===== src/rtl/if_stage_if.sv =====
// Instruction-memory read bus between the fetch stage and a combinational imem.
// The fetch stage is the master: it drives the address and samples the data.
interface if_stage_if;
   logic [31:0] imem_addr;
   logic [31:0] imem_instr;

   modport master (
      output imem_addr,
      input  imem_instr
   );

   modport slave (
      input  imem_addr,
      output imem_instr
   );
endinterface


===== src/rtl/if_stage.sv =====
// Instruction-fetch stage with IF/ID pipeline register and fetch counter.
// Honours decode-side stall and branch flush/redirect; flush beats stall.
module if_stage #(
   parameter logic [31:0] RESET_PC  = 32'h0000_0000,
   parameter logic [31:0] NOP_INSTR = 32'h0000_0013,
   parameter int          COUNT_W   = 32
) (
   input  logic               clk_i,
   input  logic               rst_i,
   input  logic               start_i,
   input  logic               stall_i,
   input  logic               flush_i,
   input  logic [31:0]        branch_target_i,
   if_stage_if.master         imem,
   output logic [31:0]        pc_o,
   output logic [31:0]        ifid_pc_o,
   output logic [31:0]        ifid_instr_o,
   output logic               ifid_valid_o,
   output logic [COUNT_W-1:0] fetch_count_o
);

   typedef enum logic {
      IDLE = 1'b0,
      RUN  = 1'b1
   } state_t;

   state_t state_q;
   state_t state_d;

   logic do_flush;
   logic do_adv;

   logic [31:0] target_aligned;
   logic        unused_target_lsbs;

   // Redirects are forced to word alignment; the low bits are dropped.
   assign target_aligned     = {branch_target_i[31:2], 2'b00};
   assign unused_target_lsbs = ^branch_target_i[1:0];

   assign imem.imem_addr = pc_o;

   always_ff @(posedge clk_i) begin
      if (rst_i) begin
         state_q <= IDLE;
      end else begin
         state_q <= state_d;
      end
   end

   always_comb begin
      state_d = state_q;
      unique case (state_q)
         IDLE: if (start_i) state_d = RUN;
         RUN:  if (!start_i) state_d = IDLE;
         default: state_d = IDLE;
      endcase
   end

   always_comb begin
      do_flush = 1'b0;
      do_adv   = 1'b0;
      unique case (state_q)
         RUN: begin
            do_flush = start_i & flush_i;
            do_adv   = start_i & ~flush_i & ~stall_i;
         end
         default: begin
            do_flush = 1'b0;
            do_adv   = 1'b0;
         end
      endcase
   end

   always_ff @(posedge clk_i) begin
      if (rst_i) begin
         pc_o          <= RESET_PC;
         ifid_pc_o     <= 32'h0;
         ifid_instr_o  <= NOP_INSTR;
         ifid_valid_o  <= 1'b0;
         fetch_count_o <= '0;
      end else if (do_flush) begin
         pc_o         <= target_aligned;
         ifid_pc_o    <= 32'h0;
         ifid_instr_o <= NOP_INSTR;
         ifid_valid_o <= 1'b0;
      end else if (do_adv) begin
         pc_o         <= pc_o + 32'd4;
         ifid_pc_o    <= pc_o;
         ifid_instr_o <= imem.imem_instr;
         ifid_valid_o <= 1'b1;
         // Counter sticks at all-ones instead of wrapping.
         if (fetch_count_o != '1) begin
            fetch_count_o <= fetch_count_o + COUNT_W'(1);
         end
      end
   end

endmodule


===== src/flat_wrapper.sv =====
// flat-port wrapper written by rule: the top's interface ports become plain ports
module if_stage_flat 
#(
   parameter logic [31:0] RESET_PC  = 32'h0000_0000,
   parameter logic [31:0] NOP_INSTR = 32'h0000_0013,
   parameter int          COUNT_W   = 32
)
  (clk_i, rst_i, start_i, stall_i, flush_i, branch_target_i, pc_o, ifid_pc_o, ifid_instr_o, ifid_valid_o, fetch_count_o, imem_imem_addr, imem_imem_instr);
  if_stage_if imem_i ();
  input  logic clk_i;
  input  logic rst_i;
  input  logic start_i;
  input  logic stall_i;
  input  logic flush_i;
  input  logic [31:0] branch_target_i;
  output logic [31:0] pc_o;
  output logic [31:0] ifid_pc_o;
  output logic [31:0] ifid_instr_o;
  output logic ifid_valid_o;
  output logic [COUNT_W-1:0] fetch_count_o;
  output wire logic [$bits(imem_i.imem_addr)-1:0] imem_imem_addr;
  input wire logic [$bits(imem_i.imem_instr)-1:0] imem_imem_instr;
  assign imem_imem_addr = imem_i.imem_addr;
  assign imem_i.imem_instr = imem_imem_instr;
  if_stage #(.RESET_PC(RESET_PC), .NOP_INSTR(NOP_INSTR), .COUNT_W(COUNT_W)) u_core (.clk_i(clk_i), .rst_i(rst_i), .start_i(start_i), .stall_i(stall_i), .flush_i(flush_i), .branch_target_i(branch_target_i), .imem(imem_i), .pc_o(pc_o), .ifid_pc_o(ifid_pc_o), .ifid_instr_o(ifid_instr_o), .ifid_valid_o(ifid_valid_o), .fetch_count_o(fetch_count_o));
endmodule

===== config.mk =====
export PLATFORM = sky130hd
export DESIGN_NAME = if_stage_flat
export DESIGN_NICKNAME = d
export VERILOG_FILES = /design/src/rtl/if_stage_if.sv /design/src/rtl/if_stage.sv /design/src/flat_wrapper.sv
export SDC_FILE = /design/constraint.sdc
export NUM_CORES = 1
export LEC_CHECK = 0
export ABC_CLOCK_PERIOD_IN_PS = 4700
export BUFFER_PORTS_ARGS = -buffer_cell sky130_fd_sc_hd__buf_2
export CORE_UTILIZATION = 53
export CTS_CLUSTER_DIAMETER = 200
export DETAILED_ROUTE_END_ITERATION = 16
export PLACE_DENSITY = 0.95
export SLEW_MARGIN = 5
export SYNTH_ARGS = -nofsm -noshare
export SYNTH_HDL_FRONTEND = slang
export SYNTH_SLANG_ARGS = --single-unit

===== constraint.sdc =====
create_clock -name clk_i -period 4.7 [get_ports clk_i]
set_clock_uncertainty 0.05 [all_clocks]
set_input_delay 0.47 -clock clk_i [delete_from_list [all_inputs] [get_ports clk_i]]
set_output_delay 0.47 -clock clk_i [all_outputs]
set_load 0.03 [all_outputs]

# Yosys cells after proc, flatten, opt, wreduce, memory -nomap -nowiden
# Cells that the tools add are included.
# classes
addsub,2
bitwise,6
reduce_logical,3
n_eq_ne,1
muxes,5
# ops
op,n
$mux W32,2
$add A32 B1 Y32 const B,1
$add A32 B3 Y32 const B,1
$ne A32 B32 Y1 const B,1
$and A1 B1 Y1,3
$mux W1,3
$not A1 Y1,3
$reduce_and A3 Y1,1
$reduce_bool A2 Y1,1
$reduce_or A2 Y1,1
# totals
wordCells,24
ff_bits,130
output_inout_bits,161
input_bits,69

# Depth between registers and ports, before layout
# Gate-level depths: netlist of the first run.
# depth
word_depth,6
ltp_mapped,8
mapped_depth_nobuf,6

# Worst setup path after synthesis of the first run
# Ideal clock, no wire load.
# synth_path
kind,reg-to-reg
start,register u_core.fetch_count_o[0]
end,register u_core.fetch_count_o[26]
slack_ps,2628
period_less_slack_ps,2072
setup_ps,123
required_time_ps,4527
arrival_ps,1899
path_buffers,0
path_stages_with_launch,7
path_cell_list,dfxtp_1 ha_1 and4_1 nand4_1 nor2_2 nand4_1 mux2_1
# synth_between
elab_chain_cells,2
elab_cells_between_ends,3
classes_between,add/sub (1); eq/ne (1); reduce/logical (1)
# synth_lines
element,line_no,source
from (decl),if_stage.sv:19,output logic [COUNT_W-1:0] fetch_count_o
from (signal assigned),if_stage.sv:93,fetch_count_o <= fetch_count_o + COUNT_W'(1);
branches (longest 2 deep; another with $add A32 B1 Y32),n/a,
# Parallel ways; which one is timed is not known.
# A chain may end at the register's enable or synchronous reset.

# Final worst setup path of the first run
# layout_path
start,register u_core.state_q
end,register u_core.fetch_count_o[28]
# layout_between
elab_chain_cells,3
elab_cells_between_ends,4
classes_between,mux (2); bitwise (1); reduce/logical (1)
# layout_lines
element,line_no,source
from (decl),if_stage.sv:27,state_t state_q;
from (signal assigned),if_stage.sv:46,state_q <= state_d;
$mux W1,if_stage.sv:62,unique case (state_q)
$not A1 Y1 (no source line),n/a,
$reduce_and A3 Y1 (no source line) *,n/a,
# Every way passes the cells marked *; elsewhere a longest branch is shown, timed or not.

==> flow_metrics.tcl, run 1 <==
set metrics [dict create \
    status "finished clean" \
    vias 5961 \
    slew-limit-headroom 0.184 \
    ys_warn_count 0 \
    root_buffer "sky130_fd_sc_hd__clkbuf_8" \
    all_layer_gr_usage 0.271 \
    initial_antenna_violation_count 0 \
    initial_core_util 0.544 \
    cts_sinks 126 \
    clk_pin_slew_ns 0.06 \
    firstDrtPassIters 5 \
    critPathKind "flip-flop to flip-flop" \
    p_seq_frac 0.423 \
    cp-end-kind "flip-flop" \
    synth.area.top_cells "sky130_fd_sc_hd__dfxtp_1 (43%), sky130_fd_sc_hd__nand2_1 (10%), sky130_fd_sc_hd__a21oi_1 (6.9%)" \
    power.share.clock 0.494 \
    leakage_uw 0.00310 \
    layout_worst_path_cycle_share 0.532 \
    post_synth.cell_area_avg_sq_um 8.03 \
    numCtsBuffers 17 \
    synth_seq_cells 126 \
    synthXorXnorAreaFrac 0.0207 \
    cp.buffers_inverters 0 \
    grt_max_degree 76 \
    clock_period_minus_worst_slack_ns 2.50 \
    power_spent_charging_and_discharging_nets_uw 655 \
    cts_buffer_depth 2 \
    cts_max_level 4 \
    io_buffers 221 \
    design_power_uw 2660 \
    synth_area_sq_mm 0.00593 \
    setup_viol 0 \
    crit_slowest_cell "sky130_fd_sc_hd__and4bb_2" \
    timing.critical_path.slowest_cell_delay_ns 0.78 \
    sw_frac_of_total 0.246 \
    worst_ep_arrival_time_ns 2.85 \
    critical_path.cell_chain "and4bb_2, nand4_1, nor2_2, nand3_1, mux2_1" \
    synth.top_cell.area_share 0.426 \
    worst-path-max-fanout 36 \
    total_power_per_unit_cell_area_mw_per_mm2 359 \
    synth_ff_type "sky130_fd_sc_hd__dfxtp_1" \
    hold_ws_ns 0.114 \
    final_max_slew_viol_count 0 \
    setup_repair_after_global_routing_missed_its_margin "false" \
    globalRouteMet3Util 0.0696 \
    wl_um 15800 \
    number_of_enable_type_register_cells_in_the_synthesized_netlist 0 \
    intPower_uw 2010 \
    async_flop_share 0 \
    hold_viol 0 \
    die_width_um 108 \
    synth_adder_area_share 0.00422 \
    cts_hold_buf 0 \
    dp_hpwl_um 10600 \
    yosysMostFrequentCell "sky130_fd_sc_hd__nand2_1" \
    area_of_the_die_sq_mm 0.0116 \
    worstHoldPathType "primary input to flip-flop" \
    netlist.top_cell.by_area "sky130_fd_sc_hd__dfxtp_1" \
    cts_repair_resize_count 0 \
    layout_cells_sized_above_1 0.294 \
    ioPinCount 230 \
    synth-simple-area-share 0.276 \
    core-area_sq_mm 0.0109 \
    grt.overflow.total 0 \
    synth_cell_types 63 \
    final_nets 977 \
    groute.layer.met1.usage 0.325 \
    synth.area.mux_share 0.00549 \
    finalWeightedCongestion 0.810 \
    combinational_family_with_the_most_area_after_synthesis "simple AND/OR/NAND/NOR gates" \
    ir_drop_v 0.000252 \
    detailed_router_s_first_iteration_violation_count 322 \
    drcViolationCount 0 \
    clk-insertion-delay-late_ns 0.52 \
    total_negative_setup_slack_ns 0 \
    die_h_um 108 \
    route.detailed.wl_per_inst_um 15.0 \
    synth.top_cells.by_count "sky130_fd_sc_hd__nand2_1 (159), sky130_fd_sc_hd__dfxtp_1 (126), sky130_fd_sc_hd__a21oi_1 (82)" \
    cts_post_setup_buffers_inserted 0 \
    area_growth_pct 25.0 \
    detail_route.vias_per_cell 5.63 \
    synth_sequential_area_ratio 0.426 \
    power.share.combinational 0.083 \
    busiest_layer "met2" \
    start_kind "flip-flop" \
    wire_length_of_the_first_global_routing_pass_um 24900 \
    critical-path-top-delay-family "simple AND/OR/NAND/NOR gates" \
    globalRouteMet2Util 0.459 \
    postSynthCellCount 738 \
    final_antenna_net_count 0 \
    synth_compound_gate_area_share 0.181 \
    worst_max_slew_pin_slew_ns 1.22 \
    worst-endpoint-required_ns 5.05 \
    cap_viol_max_count 0 \
    grt_pass1_vias 5162 \
    cts_tree "built" \
    diodes 0 \
    std_cell_rows 38 \
    achievable-frequency_mhz 400 \
]
path summary, 6_finish.rpt:
check / startpoint / to / slack, ns / cells past startpoint
setup / recovery: u_core.state_q$_SDFF_PP0_ / u_core.fetch_count_o[28]$_SDFFE_PP0P_ / 2.20 / 5
hold / removal: imem_imem_instr[0] / u_core.ifid_instr_o[0]$_SDFFE_PP1P_ / 0.11 / 3
setup reg to reg: u_core.state_q$_SDFF_PP0_ / u_core.fetch_count_o[28]$_SDFFE_PP0P_ / 2.20 / 5
hold reg to reg: u_core.ifid_pc_o[11]$_SDFFE_PP0P_ / u_core.ifid_pc_o[11]$_SDFFE_PP0P_ / 0.40 / 2
cell type report:
| type | count | area [sq um] |
|---|---|---|
| fill | 950 | 3480 |
| multi-input combinational | 525 | 2930 |
| sequential | 126 | 2520 |
| timing repair buffer | 225 | 1140 |
| clock buffer | 22 | 463 |
| tap | 140 | 175 |
| clock inverter | 10 | 136 |
| inverter | 11 | 41.3 |
metal layers:
layer / vias up / wire length [um] / part of all wire
met4: 0 / 308 / 0.019
met1: 2767 / 6610 / 0.42
met5: - / 0 / 0
met3: 32 / 981 / 0.062
met2: 238 / 7940 / 0.50
li1: 2924 / - / -
cell families (layout without fill, tap and decap cells):
group                      count (synthesis)  in the layout
DFF                                      126            126
muxes                                      3              3
and+or+nand+nor                          328            328
adders and majority gates                  2              2
buffers and inverters                     92            268
AOI/OAI and AO/OA                        172            172
other                                      1              6
xor gates and xnor gates                  14             14
state kept, by name, indices dropped and copies added (netlist names):
name / cells
u_core.ifid_valid_o: 1
u_core.state_q: 1
u_core.ifid_instr_o: 32
u_core.fetch_count_o: 32
u_core.imem.imem_addr: 30
u_core.ifid_pc_o: 30
placed cells by master, fill, tap and decap left out, types with 5 or more instances in the layout:
cell and n:
sky130_fd_sc_hd__a211oi_1 14, sky130_fd_sc_hd__or3_1 14, sky130_fd_sc_hd__nand3_1 27, sky130_fd_sc_hd__buf_2 221
sky130_fd_sc_hd__or4_1 15, sky130_fd_sc_hd__clkbuf_16 16, sky130_fd_sc_hd__a22oi_1 10, sky130_fd_sc_hd__o31ai_1 8
sky130_fd_sc_hd__nor2_1 41, sky130_fd_sc_hd__inv_1 11, sky130_fd_sc_hd__nand4_1 19, sky130_fd_sc_hd__xnor2_1 11
sky130_fd_sc_hd__and4_1 10, sky130_fd_sc_hd__a31oi_1 12, sky130_fd_sc_hd__and3_1 7, sky130_fd_sc_hd__and2_1 5
sky130_fd_sc_hd__dfxtp_1 126, sky130_fd_sc_hd__nor3_1 6, sky130_fd_sc_hd__conb_1 6, sky130_fd_sc_hd__a21oi_1 82
sky130_fd_sc_hd__nand2_1 159, sky130_fd_sc_hd__o211ai_1 13, sky130_fd_sc_hd__o21ai_0 14
power by group through the flow:
stage / Clock (uW) / Combinational, uW / Sequential (uW)
floorplan: 0 / 130 / 1180
global placement: 0 / 220 / 1150
detailed placement: 0 / 222 / 1150
CTS: 1330 / 223 / 1120
global route: 1380 / 239 / 1130
finish: 1320 / 222 / 1130
worst min-delay path, stage by stage:
cell and delay, ns:
sky130_fd_sc_hd__buf_2 0.07, sky130_fd_sc_hd__nand2_1 0.04, sky130_fd_sc_hd__nand3_1 0.06
stage by stage:
stage	cell area, sq um	setup WS [ns]	utilization	cells
2_1_floorplan	5940	2.63	-	743
3_3_place_gp	6810	1.97	0.625	1027
3_5_place_dp	6810	1.96	0.625	1027
4_1_cts	7410	2.18	0.680	1059
5_1_grt	7410	1.98	0.680	1059
6_report	7410	2.20	0.680	1059
Power figures use the tool's default switching activity.
==> run 2, diff against run 1 <==
--- a/config.mk
+++ b/config.mk
@@ -5,12 +5,13 @@
 export SDC_FILE = /design/constraint.sdc
 export NUM_CORES = 1
 export LEC_CHECK = 0
-export ABC_CLOCK_PERIOD_IN_PS = 4700
+export ABC_AREA = 1
+export ABC_CLOCK_PERIOD_IN_PS = 2300
 export BUFFER_PORTS_ARGS = -buffer_cell sky130_fd_sc_hd__buf_2
-export CORE_UTILIZATION = 53
+export CORE_UTILIZATION = 51
 export CTS_CLUSTER_DIAMETER = 200
 export DETAILED_ROUTE_END_ITERATION = 16
-export PLACE_DENSITY = 0.95
+export PLACE_DENSITY = 0.93
 export SLEW_MARGIN = 5
 export SYNTH_ARGS = -nofsm -noshare
 export SYNTH_HDL_FRONTEND = slang
==> constraint.sdc (replaced) <==
create_clock -name clk_i -period 2.3 [get_ports clk_i]
set_clock_uncertainty 0.05 [all_clocks]
set_input_delay 0.23 -clock clk_i [delete_from_list [all_inputs] [get_ports clk_i]]
set_output_delay 0.23 -clock clk_i [all_outputs]
set_load 0.03 [all_outputs]
==> run 2 against run 1 <==
  * Die area increased by 19%
  * First-iteration DRC count increased by 140%
  * Synthesized area increased by 14%
  * Synthesized cell count increased by 39%
  * Register-to-register slack got worse by 2.0 ns
  * Maximum frequency increased by 22%
  * Worst setup slack got worse by 2.0 ns
  * Sequential share of layout area decreased by 5.0 points
  * Routed wire length increased by 36%
  * Sequential cell count unchanged
  * Utilization decreased by 0.12 points
==> flow_metrics.tcl, run 2 <==
set metrics [dict create \
    grt_pass1_vias 7115 \
    cts_buffer_depth 2 \
    hold_ws_ns 0.0103 \
    netlist.top_cell.by_area "sky130_fd_sc_hd__dfxtp_1" \
    critical-path-top-delay-family "simple AND/OR/NAND/NOR gates" \
    finish.instance_area_sq_mm 0.00867 \
    clk-insertion-delay-late_ns 0.42 \
    synth.top_cells.by_count "sky130_fd_sc_hd__nand2_1 (270), sky130_fd_sc_hd__nor2_1 (217), sky130_fd_sc_hd__dfxtp_1 (126)" \
    multi_input_area_sq_mm 0.00354 \
    cap_viol_max_count 0 \
    post_synth.cell_area_avg_sq_um 6.61 \
    die_width_um 117 \
    cp.buffers_inverters 0 \
    start_kind "flip-flop" \
    synth_ff_type "sky130_fd_sc_hd__dfxtp_1" \
    final_nets 1314 \
    worst-endpoint-required_ns 2.53 \
    sequential_cell_area_sq_mm 0.00252 \
    detailed_place.area_sq_mm 0.00778 \
    synth.top_cell.area_share 0.372 \
    cts_tree "built" \
    postLayoutSetupSlackWorst_ns 0.245 \
    wl_met1_um 8370 \
    timing.rr.end "u_core.imem.imem_addr[20]$_SDFFE_PP0P_" \
    firstDrtPassIters 5 \
    drcViolationCount 0 \
    grt_max_degree 61 \
    clk_pin_slew_ns 0.06 \
    detail_route.vias_per_cell 5.40 \
    io_buffers 221 \
    setup_viol 0 \
    area_of_the_die_sq_mm 0.0138 \
    synth_cell_types 36 \
    all_layer_gr_usage 0.313 \
    number_of_enable_type_register_cells_in_the_synthesized_netlist 0 \
    wire_length_of_the_first_global_routing_pass_um 34800 \
    area_growth_pct 27.9 \
    cp-end-kind "flip-flop" \
    synth_sequential_area_ratio 0.372 \
    dp_hpwl_um 14400 \
    layout_cells_sized_above_1 0.260 \
    postSynthCellCount 1026 \
    worst_max_slew_pin_slew_ns 0.792 \
    root_buffer "sky130_fd_sc_hd__clkbuf_16" \
    slew-limit-headroom 0.471 \
    worstHoldPathType "primary input to flip-flop" \
    setup.reg_to_reg.worst_slack_ns 0.25 \
    achievable-frequency_mhz 487 \
    nFillCells 1057 \
    critical_path.cell_chain "ha_1, nand2_1, nor2_1, nand3_1, o21ai_0, nand3_1, nand2_1, a21oi_1" \
    setup_repair_after_global_routing_missed_its_margin "false" \
    reg_top3 "u_core.fetch_count_o: 32 flops, u_core.ifid_instr_o: 32 flops" \
    final_antenna_net_count 0 \
    status "finished clean" \
    ir_drop_v 0.000520 \
    cts_sinks 126 \
    cts_post_setup_buffers_inserted 0 \
    core-area_sq_mm 0.0128 \
    final_max_slew_viol_count 0 \
    worst_r2r_start "u_core.imem.imem_addr[3]$_SDFFE_PP0P_" \
    worst-path-max-fanout 6 \
    dp_worst_setup_slack_ns 0.208 \
    finalWeightedCongestion 0.937 \
    rr_worst_depth 8 \
    layout_worst_path_cycle_share 0.893 \
    final_cell_mix "sky130_fd_sc_hd__nand2_1 (270), sky130_fd_sc_hd__buf_2 (221), sky130_fd_sc_hd__nor2_1 (217)" \
    leakage_uw 0.00398 \
    mostFrequentLayoutCell "sky130_fd_sc_hd__nand2_1" \
    met2_routed_wl_um 10400 \
    final_core_util 0.679 \
    crit_slowest_cell "sky130_fd_sc_hd__dfxtp_1" \
    clock_period_minus_worst_slack_ns 2.05 \
    detailed_router_s_first_iteration_violation_count 759 \
    critPathKind "flip-flop to flip-flop" \
    ioPinCount 230 \
    total_negative_setup_slack_ns 0 \
    synth_seq_cells 126 \
    numCtsBuffers 17 \
    route.detailed.wl_per_inst_um 15.0 \
    timing.critical_path.slowest_cell_delay_ns 0.44 \
    cp.depth 8 \
    hold_viol 0 \
    initial_antenna_violation_count 0 \
    timing.critical_path.from "u_core.imem.imem_addr[3]$_SDFFE_PP0P_" \
    topRoutingLayerUsed "met4" \
    synth.area.top_cells "sky130_fd_sc_hd__dfxtp_1 (37%), sky130_fd_sc_hd__nand2_1 (15%), sky130_fd_sc_hd__nor2_1 (12%)" \
    cts_max_level 4 \
    std_cell_rows 41 \
    grt.overflow.total 0 \
    diodes 0 \
    total_power_per_unit_cell_area_mw_per_mm2 629 \
    ys_warn_count 0 \
    yosysMostFrequentCell "sky130_fd_sc_hd__nand2_1" \
    vias 7716 \
    async_flop_share 0 \
    met3_wire_len_um 1770 \
    initial_core_util 0.531 \
    wl_um 21500 \
    die_h_um 117 \
    worst_setup_path_endpoint "u_core.imem.imem_addr[20]$_SDFFE_PP0P_" \
    worst_ep_arrival_time_ns 2.28 \
    synth_area_sq_mm 0.00678 \
]
[run 2: cell types whose count changed in the layout (fill, tap and decap cells not counted), moves of 27 or more]
cell | previous run | this run
sky130_fd_sc_hd__nor2_1 | 41 | 217
sky130_fd_sc_hd__nand2_1 | 159 | 270
sky130_fd_sc_hd__o21ai_0 | 14 | 77
sky130_fd_sc_hd__inv_1 | 11 | 54
sky130_fd_sc_hd__a21oi_1 | 82 | 42
sky130_fd_sc_hd__dlygate4sd3_1 | 0 | 28
sky130_fd_sc_hd__nand3_1 | 27 | 54
[run 2: what timing repair did]
action / 4_1_cts / 5_1_grt
setup endpoints to repair: 0 / 1
hold endpoints to repair: 28 / 0
gates resized for setup: 0 / 2
hold buffers: 28 / 0
[run 2: cell type report]
cell class / instances / share of cell area
Clock buffer: 18 / 0.0495
Timing Repair Buffer: 268 / 0.179
Sequential cell: 126 / 0.291
Tap cell: 172 / 0.0248
Multi-Input combinational cell: 769 / 0.408
Inverter: 61 / 0.0273
Clock inverter: 14 / 0.0209
[run 2: kinds of logic after synthesis]
logic type / synth area share
xor gates and xnor gates: 0.0207
AOI/OAI and AO/OA: 0.127
buffers and inverters: 0.110
adders and majority gates: 0.00369
other: 0.000553
DFF: 0.372
and+or+nand+nor: 0.366
[run 2: power breakdown]
| group | internal, uW | total, uW | leakage (uW) | switching, uW |
|---|---|---|---|---|
| Combinational | 144 | 409 | 0.00268 | 265 |
| Sequential | 2220 | 2250 | 0.00102 | 30.2 |
| Clock | 1720 | 2800 | 0.000285 | 1070 |
| Total | 4080 | 5450 | 0.00398 | 1370 |
[run 2: worst min-delay path by stage]
stage | cells past startpoint | end | start
3_5_place_dp | 3 | u_core.ifid_instr_o[1]$_SDFFE_PP1P_ | imem_imem_instr[1]
6_report | 3 | u_core.ifid_instr_o[8]$_SDFFE_PP0P_ | imem_imem_instr[8]
5_1_grt | 3 | u_core.ifid_instr_o[21]$_SDFFE_PP0P_ | imem_imem_instr[21]
2_1_floorplan | 2 | u_core.state_q$_SDFF_PP0_ | start_i
3_3_place_gp | 2 | u_core.ifid_instr_o[0]$_SDFFE_PP1P_ | u_core.ifid_instr_o[0]$_SDFFE_PP1P_
4_1_cts | 3 | u_core.ifid_instr_o[8]$_SDFFE_PP0P_ | imem_imem_instr[8]
[run 2: metal layers]
metal | vias to the layer above | track usage
met5 | - | 0
met4 | 0 | 0.158
met3 | 94 | 0.0676
met2 | 465 | 0.543
met1 | 3488 | 0.363
li1 | 3669 | -
[run 2: worst min-delay path: stages]
cell,delay (ns)
sky130_fd_sc_hd__buf_2,0.07
sky130_fd_sc_hd__nor2_1,0.03
sky130_fd_sc_hd__nor2_1,0.10
[run 2: metrics by stage]
step	power, uW	cells
6_report	5450	1428
5_1_grt	5600	1428
4_1_cts	5450	1428
3_5_place_dp	2650	1368
3_3_place_gp	2650	1368
2_1_floorplan	2530	1031
==> run 3, diff against run 2 <==
--- a/config.mk
+++ b/config.mk
@@ -6,7 +6,7 @@
 export NUM_CORES = 1
 export LEC_CHECK = 0
 export ABC_AREA = 1
-export ABC_CLOCK_PERIOD_IN_PS = 2300
+export ABC_CLOCK_PERIOD_IN_PS = 2000
 export BUFFER_PORTS_ARGS = -buffer_cell sky130_fd_sc_hd__buf_2
 export CORE_UTILIZATION = 51
 export CTS_CLUSTER_DIAMETER = 200
==> constraint.sdc (replaced) <==
create_clock -name clk_i -period 2 [get_ports clk_i]
set_clock_uncertainty 0.05 [all_clocks]
set_input_delay 0.2 -clock clk_i [delete_from_list [all_inputs] [get_ports clk_i]]
set_output_delay 0.2 -clock clk_i [all_outputs]
set_load 0.1 [all_outputs]
==> run 3 against run 2 <==
  * Combinational power rose by 90%
  * Hold slack improved by 0.0025 ns
  * Count of clock-buffer cells in the layout rose by 2
  * Total power rose by 15%
  * Utilization rose by 1.1 points
  * Worst setup slack got worse by 0.13 ns
  * Die area did not move
  * First-iteration DRC count fell by 15%
  * Sequential power rose by 15%
  * Non-clock buffer count rose by 8
  * Critical path depth rose by 1
  * Largest cell class unchanged
==> flow_metrics.tcl, run 3 (synthesis gave the netlist of run 2 again) <==
set metrics [dict create \
    cts_buffer_depth 2 \
    status "finished clean" \
    finish.cell_count_without_fillers 1438 \
    layout_cells_sized_above_1 0.300 \
    ioPinCount 230 \
    die_h_um 117 \
    start_kind "primary input" \
    detail_route.vias_per_cell 5.33 \
    critPathKind "primary input to flip-flop" \
    sequential_cell_area_sq_mm 0.00260 \
    dp_hpwl_um 14900 \
    initial_antenna_violation_count 2 \
    worstHoldPathType "primary input to flip-flop" \
    design_power_uw 6290 \
    hold_viol 0 \
    wl_um 22000 \
    post-place-cells 1367 \
    total_power_per_unit_cell_area_mw_per_mm2 714 \
    final_cell_mix "sky130_fd_sc_hd__nand2_1 (270), sky130_fd_sc_hd__buf_2 (221), sky130_fd_sc_hd__nor2_1 (217)" \
    cap_viol_max_count 0 \
    area_of_the_die_sq_mm 0.0138 \
    reg_top3 "u_core.fetch_count_o: 32 flops, u_core.ifid_instr_o: 32 flops" \
    worst-endpoint-required_ns 2.25 \
    all_layer_gr_usage 0.317 \
    nFillCells 1014 \
    setup_repair_after_global_routing_missed_its_margin "false" \
    grt.overflow.total 0 \
    grt_pass1_vias 7157 \
    firstDrtPassIters 5 \
    total_negative_setup_slack_ns 0 \
    mostFrequentLayoutCell "sky130_fd_sc_hd__nand2_1" \
    cts_tree "built" \
    clock_period_minus_worst_slack_ns 1.89 \
    std_cell_rows 41 \
    cp-end-kind "flip-flop" \
    finalWeightedCongestion 0.961 \
    worst_ep_arrival_time_ns 2.14 \
    setup_viol 0 \
    drcViolationCount 0 \
    final_nets 1322 \
    achievable-frequency_mhz 530 \
    worst-path-max-fanout 45 \
    die_width_um 117 \
    numCtsBuffers 17 \
    multi_input_area_sq_mm 0.00354 \
    final_core_util 0.690 \
    initial_core_util 0.531 \
    clk-insertion-delay-late_ns 0.42 \
    io_buffers 221 \
    detailed_router_s_first_iteration_violation_count 645 \
    wire_length_of_the_first_global_routing_pass_um 34900 \
    area_growth_pct 30.0 \
    cts_post_setup_buffers_inserted 0 \
    grt_max_degree 63 \
    route.detailed.wl_per_inst_um 15.3 \
    cts_sinks 126 \
    core-area_sq_mm 0.0128 \
    final_max_slew_viol_count 0 \
    vias 7664 \
    worst_max_slew_pin_slew_ns 0.801 \
    cts_max_level 4 \
    slew-limit-headroom 0.465 \
    leakage_uw 0.00403 \
    final_antenna_net_count 0 \
    clk_pin_slew_ns 0.06 \
    ir_drop_v 0.000498 \
    layout_worst_path_cycle_share 0.943 \
    root_buffer "sky130_fd_sc_hd__clkbuf_16" \
]
[run 3: metrics by stage]
stage               instance area, sq um  hold slack [ns]  setup slack [ns]
CTS                                 8800        0.0000512            0.0185
floorplan                           6880            0.257            0.0271
detailed placement                  7870            0.363            0.0415
global route                        8810          0.00678           0.00970
finish                              8810           0.0128             0.115
global placement                    7870            0.361            0.0824
[run 3: repair_timing]
item                                    in CTS  in global routing
hold buffers                                37                  0
endpoints found under the hold margin       37                  0
gates resized for setup                      0                  5
endpoints found under the setup margin       0                 27
[run 3: critical path: stages]
cell and delay (ns):
sky130_fd_sc_hd__dlygate4sd3_1 0.52, sky130_fd_sc_hd__buf_2 0.14, sky130_fd_sc_hd__nand2_1 0.09, sky130_fd_sc_hd__nor2_4 0.14
sky130_fd_sc_hd__inv_6 0.08, sky130_fd_sc_hd__nor2_8 0.24, sky130_fd_sc_hd__inv_2 0.37, sky130_fd_sc_hd__nor2_1 0.26
sky130_fd_sc_hd__nor2_1 0.08
[run 3: cell type report]
type,instances,area share
diodes,2,0.000568
clock buffers,20,0.0507
clock inverters,12,0.0129
inverters,61,0.0271
multi-input cells,769,0.402
flip-flops and latches,126,0.295
well taps,172,0.0244
repair buffers,276,0.187
[run 3: report_power, final]
group	total [uW]	internal [uW]	switching (uW)
clock	2930	1750	1180
combinational	776	180	596
sequential	2580	2550	35.1
[run 3: routing by layer]
metal,up-vias,global-route usage,wire length (um)
met1,3412,0.367,8380
met4,0,0.177,989
met5,-,0,0
li1,3689,-,-
met2,479,0.546,10800
met3,84,0.0608,1850
[run 3: path summary, 6_finish.rpt]
path / cells after the start / slack [ns] / start / endpoint
worst max-delay path: 9 / 0.11 / start_i / u_core.ifid_instr_o[19]$_SDFFE_PP0P_
worst min register to register: 2 / 0.43 / u_core.ifid_instr_o[1]$_SDFFE_PP1P_ / u_core.ifid_instr_o[1]$_SDFFE_PP1P_
worst max register to register: 10 / 0.16 / u_core.fetch_count_o[0]$_SDFFE_PP0P_ / u_core.fetch_count_o[4]$_SDFFE_PP0P_
worst min-delay path: 3 / 0.01 / branch_target_i[5] / u_core.imem.imem_addr[5]$_SDFFE_PP0P_
